## src/rtl/pipe_stage_reg.sv

```systemverilog
// Elastic pipeline stage: a main slot plus a skid slot behind a registered in_ready, with synchronous flush.
// Optional stall counter is enabled by defining PIPE_STAGE_STALL_CNT_EN.
//
// state    | meaning
// ---------+-------------------------------------
// ST_EMPTY | main and skid slots both empty
// ST_BUSY  | main slot holds a beat, skid empty
// ST_FULL  | main and skid slots both hold beats
module pipe_stage_reg #(
   parameter int DATA_W = 32,
   parameter int CTRL_W = 8
`ifdef PIPE_STAGE_STALL_CNT_EN
   ,parameter int CNT_W = 16
`endif
) (
   input  logic              clk,
   input  logic              rst,
   input  logic              flush,
   input  logic              in_valid,
   output logic              in_ready,
   input  logic [DATA_W-1:0] in_data,
   input  logic [CTRL_W-1:0] in_ctrl,
   output logic              out_valid,
   input  logic              out_ready,
   output logic [DATA_W-1:0] out_data,
   output logic [CTRL_W-1:0] out_ctrl
`ifdef PIPE_STAGE_STALL_CNT_EN
   ,output logic [CNT_W-1:0] stall_cnt
`endif
);

   typedef enum logic [1:0] {
      ST_EMPTY = 2'd0,
      ST_BUSY  = 2'd1,
      ST_FULL  = 2'd2
   } state_t;

   state_t              state_q, state_d;
   logic                in_ready_q, in_ready_d;
   logic [DATA_W-1:0]   m_data_q, m_data_d, s_data_q, s_data_d;
   logic [CTRL_W-1:0]   m_ctrl_q, m_ctrl_d, s_ctrl_q, s_ctrl_d;
   logic                in_fire, out_fire;

   assign in_fire  = in_valid & in_ready_q;
   assign out_fire = (state_q != ST_EMPTY) & out_ready;

   always_ff @(posedge clk or posedge rst) begin
      if (rst) begin
         state_q    <= ST_EMPTY;
         in_ready_q <= 1'b1;
         m_data_q   <= '0;
         m_ctrl_q   <= '0;
         s_data_q   <= '0;
         s_ctrl_q   <= '0;
      end else begin
         state_q    <= state_d;
         in_ready_q <= in_ready_d;
         m_data_q   <= m_data_d;
         m_ctrl_q   <= m_ctrl_d;
         s_data_q   <= s_data_d;
         s_ctrl_q   <= s_ctrl_d;
      end
   end

   always_comb begin
      state_d = state_q;
      if (flush) begin
         state_d = ST_EMPTY;
      end else begin
         case (state_q)
            ST_EMPTY: if (in_fire) state_d = ST_BUSY;
            ST_BUSY: begin
               if (in_fire && !out_fire)      state_d = ST_FULL;
               else if (out_fire && !in_fire) state_d = ST_EMPTY;
            end
            ST_FULL:  if (out_fire) state_d = ST_BUSY;
            default:  state_d = ST_EMPTY;
         endcase
      end
      // in_ready is registered: it reflects whether the next state leaves the skid slot free
      in_ready_d = (state_d != ST_FULL);
   end

   always_comb begin
      m_data_d = m_data_q;
      m_ctrl_d = m_ctrl_q;
      s_data_d = s_data_q;
      s_ctrl_d = s_ctrl_q;
      if (flush) begin
         m_ctrl_d = '0;
         s_ctrl_d = '0;
      end else begin
         case (state_q)
            ST_EMPTY: begin
               if (in_fire) begin
                  m_data_d = in_data;
                  m_ctrl_d = in_ctrl;
               end
            end
            ST_BUSY: begin
               if (in_fire && out_fire) begin
                  m_data_d = in_data;
                  m_ctrl_d = in_ctrl;
               end else if (in_fire) begin
                  s_data_d = in_data;
                  s_ctrl_d = in_ctrl;
               end else if (out_fire) begin
                  m_ctrl_d = '0;
               end
            end
            ST_FULL: begin
               if (out_fire) begin
                  m_data_d = s_data_q;
                  m_ctrl_d = s_ctrl_q;
                  s_ctrl_d = '0;
               end
            end
            default: begin
               m_ctrl_d = '0;
               s_ctrl_d = '0;
            end
         endcase
      end
   end

   always_comb begin
      in_ready  = in_ready_q;
      out_valid = (state_q != ST_EMPTY);
      out_data  = m_data_q;
      out_ctrl  = m_ctrl_q;
   end

`ifdef PIPE_STAGE_STALL_CNT_EN
   logic [CNT_W-1:0] stall_cnt_q, stall_cnt_d;

   always_comb begin
      stall_cnt_d = stall_cnt_q;
      if (out_valid && !out_ready && !(&stall_cnt_q))
         stall_cnt_d = stall_cnt_q + 1'b1;
   end

   always_ff @(posedge clk or posedge rst) begin
      if (rst) stall_cnt_q <= '0;
      else     stall_cnt_q <= stall_cnt_d;
   end

   assign stall_cnt = stall_cnt_q;
`endif

endmodule

```

## config.mk

```make
export PLATFORM = sky130hd
export DESIGN_NAME = pipe_stage_reg
export DESIGN_NICKNAME = d
export VERILOG_FILES = /design/src/rtl/pipe_stage_reg.sv
export SDC_FILE = /design/constraint.sdc
export NUM_CORES = 1
export LEC_CHECK = 0
export CAP_MARGIN = 40
export CORE_MARGIN = 5
export CORE_UTILIZATION = 45
export DETAILED_ROUTE_END_ITERATION = 8
export PLACE_DENSITY = 0.83
export SLEW_MARGIN = 20
export SYNTH_ARGS = -nofsm -noshare
export SYNTH_HDL_FRONTEND = slang
export SYNTH_SLANG_ARGS = --single-unit
```

## constraint.sdc

```tcl
create_clock -name clk -period 2.6 [get_ports clk]
set_input_delay 0.52 -clock clk [delete_from_list [all_inputs] [get_ports clk]]
set_output_delay 0.52 -clock clk [all_outputs]
set_load 0.02 [all_outputs]
```

==> impl_metrics.ini, run 1 <==
[timing]
relSlewSlack_pct = 59.0
fin_skew_ns = 0.00925
tightest_slew_ns = 0.615
rsz0062_at_grt = false
min_period_ns = 2.33
hold_viol_final = 0
fin_setup_tns_ns = 0
fin_crit_sh_pct = 89.6
max_freq_mhz = 429
setup_viol = 0
slew_viol_final = 0

[detailed_routing]
viasPerCell = 5.18
top_layer = met4
wl_per_cell_microns = 15.9
ant_nets = 0
vias = 2622
wirelength_microns = 8050
dr_wl_met2_microns = 3980
wl_met1_microns = 3540
first_iter_violations = 56
drc = 0
wl_met3_microns = 424
drtPass1Iterations = 4

[yosys]
syn_inst = 313
synth_top_area_share_pct = 53.5
yosys_warnings = 0
yosys-top-cells-area = dfrtp_1, mux2_4, mux2i_1
syn_area_sq_mm = 0.00384
avgSynthCellArea_sq_um = 12.3
syn_nets = 358
synth_flop_cell = dfrtp_1
synth_edf_count = 0
seq_area_frac_synth_pct = 54.2
synth_area_leader_cell = dfrtp_1
synth_seq_cells = 83
synth_cell_types = 30
async_flop_share_pct = 100

[clock_network]
htreeDepth = 3
cts_buffers = 9
cts_tree = built
cts_root_buf = clkbuf_8
ctsHoldBuffers = 0
clock_sinks = 83
cts_setup_buffers = 0
clockBufferDepth = 2
insertion_delay_ns = 0.34
cts_resized = 0
cts.clk_slew.worst_paths_ns = 0.08

[critical_path]
critPathKind = flop to primary output
rrSetupSlack_ns = 0.53
cp.depth = 3
crit-reg2reg-capture = out_data[5]$_DFFE_PP0P_
slowest_stage = dfrtp_1
worstRegToRegCells = 5
cp_slowest_stage_delay_ns = 0.66
endpoint_kind = primary output
crit_buf_inv = 2
critPathLaunch = state_q[1]$_DFF_PP0_
startpoint_type = flop
cp_top_family = buffers and inverters
worstPathRequired_ns = 2.08
path_cells = nor2_1 -> inv_1 -> clkdlybuf4s50_1
arrival_ns = 1.81
worstSetupEndpoint = out_valid
crit_fanout = 11
worstReg2RegStart = state_q[1]$_DFF_PP0_

[outcome]
status = complete, no violations

[die]
dieArea_sq_mm = 0.0105
row_count = 33
start_util_pct = 46.5
die_y_microns = 102
io_pins = 87
die_w_microns = 102
core_sq_mm = 0.00826

[cells_and_area]
drive_gt1_share_pct = 18.5
final_common_cell = clkdlybuf4s50_1
final_area_sq_mm = 0.00500
final_util_pct = 60.5
fill_cells = 646
mostFrequentLayoutCells = clkdlybuf4s50_1, dfrtp_1, mux2i_1, nand2_1, o21ai_0
finalNetCount = 443
area_growth_syn_to_layout_pct = 30.2
diodes = 0

[placement]
io_buffers = 86
dp_hpwl_microns = 5580
place_area_sq_mm = 0.00480
gpl.final_weighted_congestion = 0.827

[global_routing]
grtUsageTotal_pct = 16.3
grt.overflow.total = 0
grt_max_degree = 84
antenna_found_initial = 0
grt_pass1_vias = 2794
grt_pass1_wl_microns = 13500

[power_and_ir_drop]
p_switching_mw = 1.03
combPwrFrac_pct = 27.0
seqPwrFrac_pct = 47.2
switching_share_pct = 28.1
p_int_mw = 2.65
leakage_nw = 2.47
p_per_area_mw_per_mm2 = 737
p_clk_share_pct = 25.8
ir_drop_v = 0.000367
total_power_mw = 3.68

[run]
maxCapViolCount = 0

[worst_hold_path]
hold_path.class = flop to flop
final cells by class:
type | instances | area [sq um] | share of cell area, %
Inverter | 4 | 18.8 | 0.376
Sequential cell | 83 | 2080 | 41.6
Timing Repair Buffer | 95 | 953 | 19.1
Tap cell | 105 | 131 | 2.63
Multi-Input combinational cell | 205 | 1610 | 32.3
Clock buffer | 12 | 165 | 3.31
Clock inverter | 2 | 35.0 | 0.701
routing by layer:
layer	up-vias	global-route usage [%]
met5	-	0
met4	0	5.35
met3	10	3.75
met2	63	27.0
met1	1287	21.3
li1	1262	-
power by group through the flow:
stage / Sequential [mW] / Combinational [mW] / Clock (mW)
2_1_floorplan: 1.87 / 0.446 / 0
3_3_place_gp: 1.75 / 0.974 / 0
3_5_place_dp: 1.75 / 1.01 / 0
4_1_cts: 1.74 / 1.01 / 0.975
5_1_grt: 1.78 / 1.07 / 1.03
6_report: 1.74 / 0.995 / 0.949
cells by family after synthesis:
group           after synthesis  share of synthesized area [%]
compound gates               61                           9.56
simple gates                 70                           9.26
xor+xnor                      1                          0.228
buf+inv                      25                           3.82
mux                          73                           23.0
flops                        83                           54.2
per-stage QoR:
| step | setup slack [ns] | hold WS, ns | instances |
|---|---|---|---|
| 6_report | 0.272 | 0.485 | 506 |
| 5_1_grt | 0.177 | 0.506 | 506 |
| 4_1_cts | 0.266 | 0.489 | 506 |
| 3_5_place_dp | 0.125 | 0.471 | 492 |
| 3_3_place_gp | 0.172 | 0.460 | 492 |
| 2_1_floorplan | 0.735 | 0.479 | 313 |
Yosys cell counts, drive strengths merged (2+ instances only):
library cell / count
a21oi: 16
a31o: 8
and3b: 2
buf: 15
clkbuf: 6
dfrtp: 82
inv: 4
mux2: 33
mux2i: 40
nand2: 33
nand2b: 2
nor2: 19
nor3b: 9
o21ai: 32
o31a: 2
worst min-delay path by stage:
stage | depth (start not counted) | end | start
2_1_floorplan | 1 | s_data_q[23]$_DFFE_PP0P_ | s_data_q[23]$_DFFE_PP0P_
4_1_cts | 2 | out_data[1]$_DFFE_PP0P_ | out_data[1]$_DFFE_PP0P_
6_report | 2 | out_data[9]$_DFFE_PP0P_ | out_data[9]$_DFFE_PP0P_
5_1_grt | 2 | out_data[4]$_DFFE_PP0P_ | out_data[4]$_DFFE_PP0P_
3_3_place_gp | 2 | out_data[20]$_DFFE_PP0P_ | out_data[20]$_DFFE_PP0P_
3_5_place_dp | 2 | out_data[1]$_DFFE_PP0P_ | out_data[1]$_DFFE_PP0P_
registers in the layout (all words and copies together), names as in the netlist:
signal    cells
out_data     32
s_data_q     32
out_ctrl      8
s_ctrl_q      8
state_q       2
in_ready      1
worst reg2reg max path, cell delays in order, from the launching register on:
cell     delay, ns
dfrtp_1       0.66
buf_4         0.28
and4b_1       0.26
o31ai_4       0.24
buf_4         0.33
o21ai_0       0.17
Power figures use the tool's default switching activity.
==> run 2: changes to the inputs <==
Settings changed: CELL_PAD_IN_SITES_DETAIL_PLACEMENT set to 0, CELL_PAD_IN_SITES_GLOBAL_PLACEMENT set to 1, CORE_UTILIZATION 45 to 36, SKIP_LAST_GASP set to 1, SLEW_MARGIN 20 to unset.
==> run 2 against run 1 <==
Global-route usage down 3.0 points. Register-to-register slack improved by 0.23 ns. Sequential power barely moved. Routed wire length is 1.9% higher. Cell count increased by 6.7%. Utilization fell by 12 points. Non-clock buffer count rose by 1. Clock skew shrank 0.0026 ns. Die area increased by 22%. First-iteration DRC count up 39%. Highest routed layer unchanged. Critical path type unchanged.
==> impl_metrics.ini, run 2 (synthesis gave the netlist of run 1 again) <==
[critical_path]
cp_slowest_stage_delay_ns = 0.59
worstPathRequired_ns = 2.08
slowest_stage = clkdlybuf4s50_1
critPathKind = flop to primary output
startpoint_type = flop
critPathLaunch = state_q[1]$_DFF_PP0_
cp_top_family = buffers and inverters
path_cells = nor2_1 -> inv_1 -> clkdlybuf4s50_1
worstReg2RegStart = in_ready$_DFF_PP1_
crit_buf_inv = 2
endpoint_kind = primary output
arrival_ns = 1.70
crit_fanout = 11

[timing]
rsz0062_at_grt = false
setup_viol = 0
whs_ns = 0.479
min_period_ns = 2.22
fin_setup_tns_ns = 0
fin_crit_sh_pct = 85.6
relSlewSlack_pct = 62.4
hold_viol_final = 0
slew_viol_final = 0
tightest_slew_ns = 0.564
fin_skew_ns = 0.00670
max_freq_mhz = 450

[clock_network]
cts.clk_slew.worst_paths_ns = 0.08
cts_root_buf = clkbuf_8
clock_sinks = 83
cts_resized = 0
htreeDepth = 3
cts_tree = built
ctsHoldBuffers = 0
clockBufferDepth = 2
insertion_delay_ns = 0.35
cts_buffers = 9
cts_setup_buffers = 0

[detailed_routing]
first_iter_violations = 78
ant_nets = 0
wirelength_microns = 8200
wl_per_cell_microns = 15.2
vias = 2618
viasPerCell = 4.85
drtPass1Iterations = 4
drc = 0

[power_and_ir_drop]
p_per_area_mw_per_mm2 = 742
leakage_nw = 2.47
ir_drop_v = 0.000273

[placement]
io_buffers = 86
dp_hpwl_microns = 5730
place_area_sq_mm = 0.00485
gpl.final_weighted_congestion = 0.746

[worst_hold_path]
hold_path.class = flop to flop
min_from = out_data[11]$_DFFE_PP0P_

[cells_and_area]
finalNetCount = 444
mostFrequentLayoutCells = clkdlybuf4s50_1, dfrtp_1, mux2i_1, nand2_1, o21ai_0
fill_cells = 939
final_area_sq_mm = 0.00508
area_growth_syn_to_layout_pct = 32.4
final_common_cell = clkdlybuf4s50_1
drive_gt1_share_pct = 19.1
diodes = 0
final_util_pct = 49.0

[die]
dieArea_sq_mm = 0.0128
io_pins = 87
core_sq_mm = 0.0104
die_y_microns = 113
row_count = 37
die_w_microns = 113
start_util_pct = 37.0

[global_routing]
grt-busiest-layer = met2
gr-usage-met3_pct = 4.33
grt_pass1_wl_microns = 13800
grtUsageTotal_pct = 13.3
grt.overflow.total = 0
met2_usage_pct = 21.1
grtUsageMet1_pct = 17.7
antenna_found_initial = 0
grt_max_degree = 65
grt_pass1_vias = 2718

[outcome]
status = complete, no violations

[run]
maxCapViolCount = 0
## run 2: cell types whose count changed in the layout (fill, tap and decap cells not counted)
cell,before,now
inv_6,0,2
clkinv_2,1,0
bufinv_16,1,2
clkinvlp_4,1,4
buf_12,2,3
clkbuf_8,12,9
## run 2: path summary, 6_finish.rpt
kind	endpoint	slack, ns	cells after the start
max in group asynchronous	s_data_q[11]$_DFFE_PP0P_	1.48	3
worst min register to register	out_data[11]$_DFFE_PP0P_	0.48	2
worst max register to register	s_data_q[12]$_DFFE_PP0P_	0.76	4
worst min-delay path	out_data[11]$_DFFE_PP0P_	0.48	2
min in group asynchronous	out_ctrl[7]$_DFFE_PP0P_	0.53	2
worst max-delay path	out_valid	0.38	3
## run 2: worst reg2reg max path, cell delays in order (launching register included)
cell and delay (ns):
dfstp_2 0.58, nand2_2 0.09, or4_4 0.50, buf_12 0.20, mux2_4 0.36
## run 2: power by group
group / switching, mW / leakage, nW / internal [mW]
sequential: 0.158 / 1.04 / 1.57
combinational: 0.432 / 1.33 / 0.566
clock: 0.492 / 0.102 / 0.547
## run 2: area by class of cell
cell class / instances / area [sq um] / area share, %
flip-flops and latches: 83 / 2080 / 40.9
multi-input cells: 205 / 1610 / 31.8
repair buffers: 96 / 973 / 19.2
well taps: 136 / 170 / 3.35
clock buffers: 9 / 124 / 2.44
clock inverters: 7 / 100 / 1.97
inverters: 4 / 18.8 / 0.370
## run 2: through the flow
step,setup WS (ns),std cells,power (mW)
floorplan,0.735,313,2.31
global placement,0.284,524,2.73
detailed placement,0.236,524,2.77
CTS,0.358,540,3.82
global route,0.296,540,3.97
finish,0.375,540,3.77
## run 2: per-layer routing
metal	part of all wire [%]	wire (microns)
met2	46	3790
met3	5.9	483
met5	0	0
met4	1.1	87
met1	47	3840
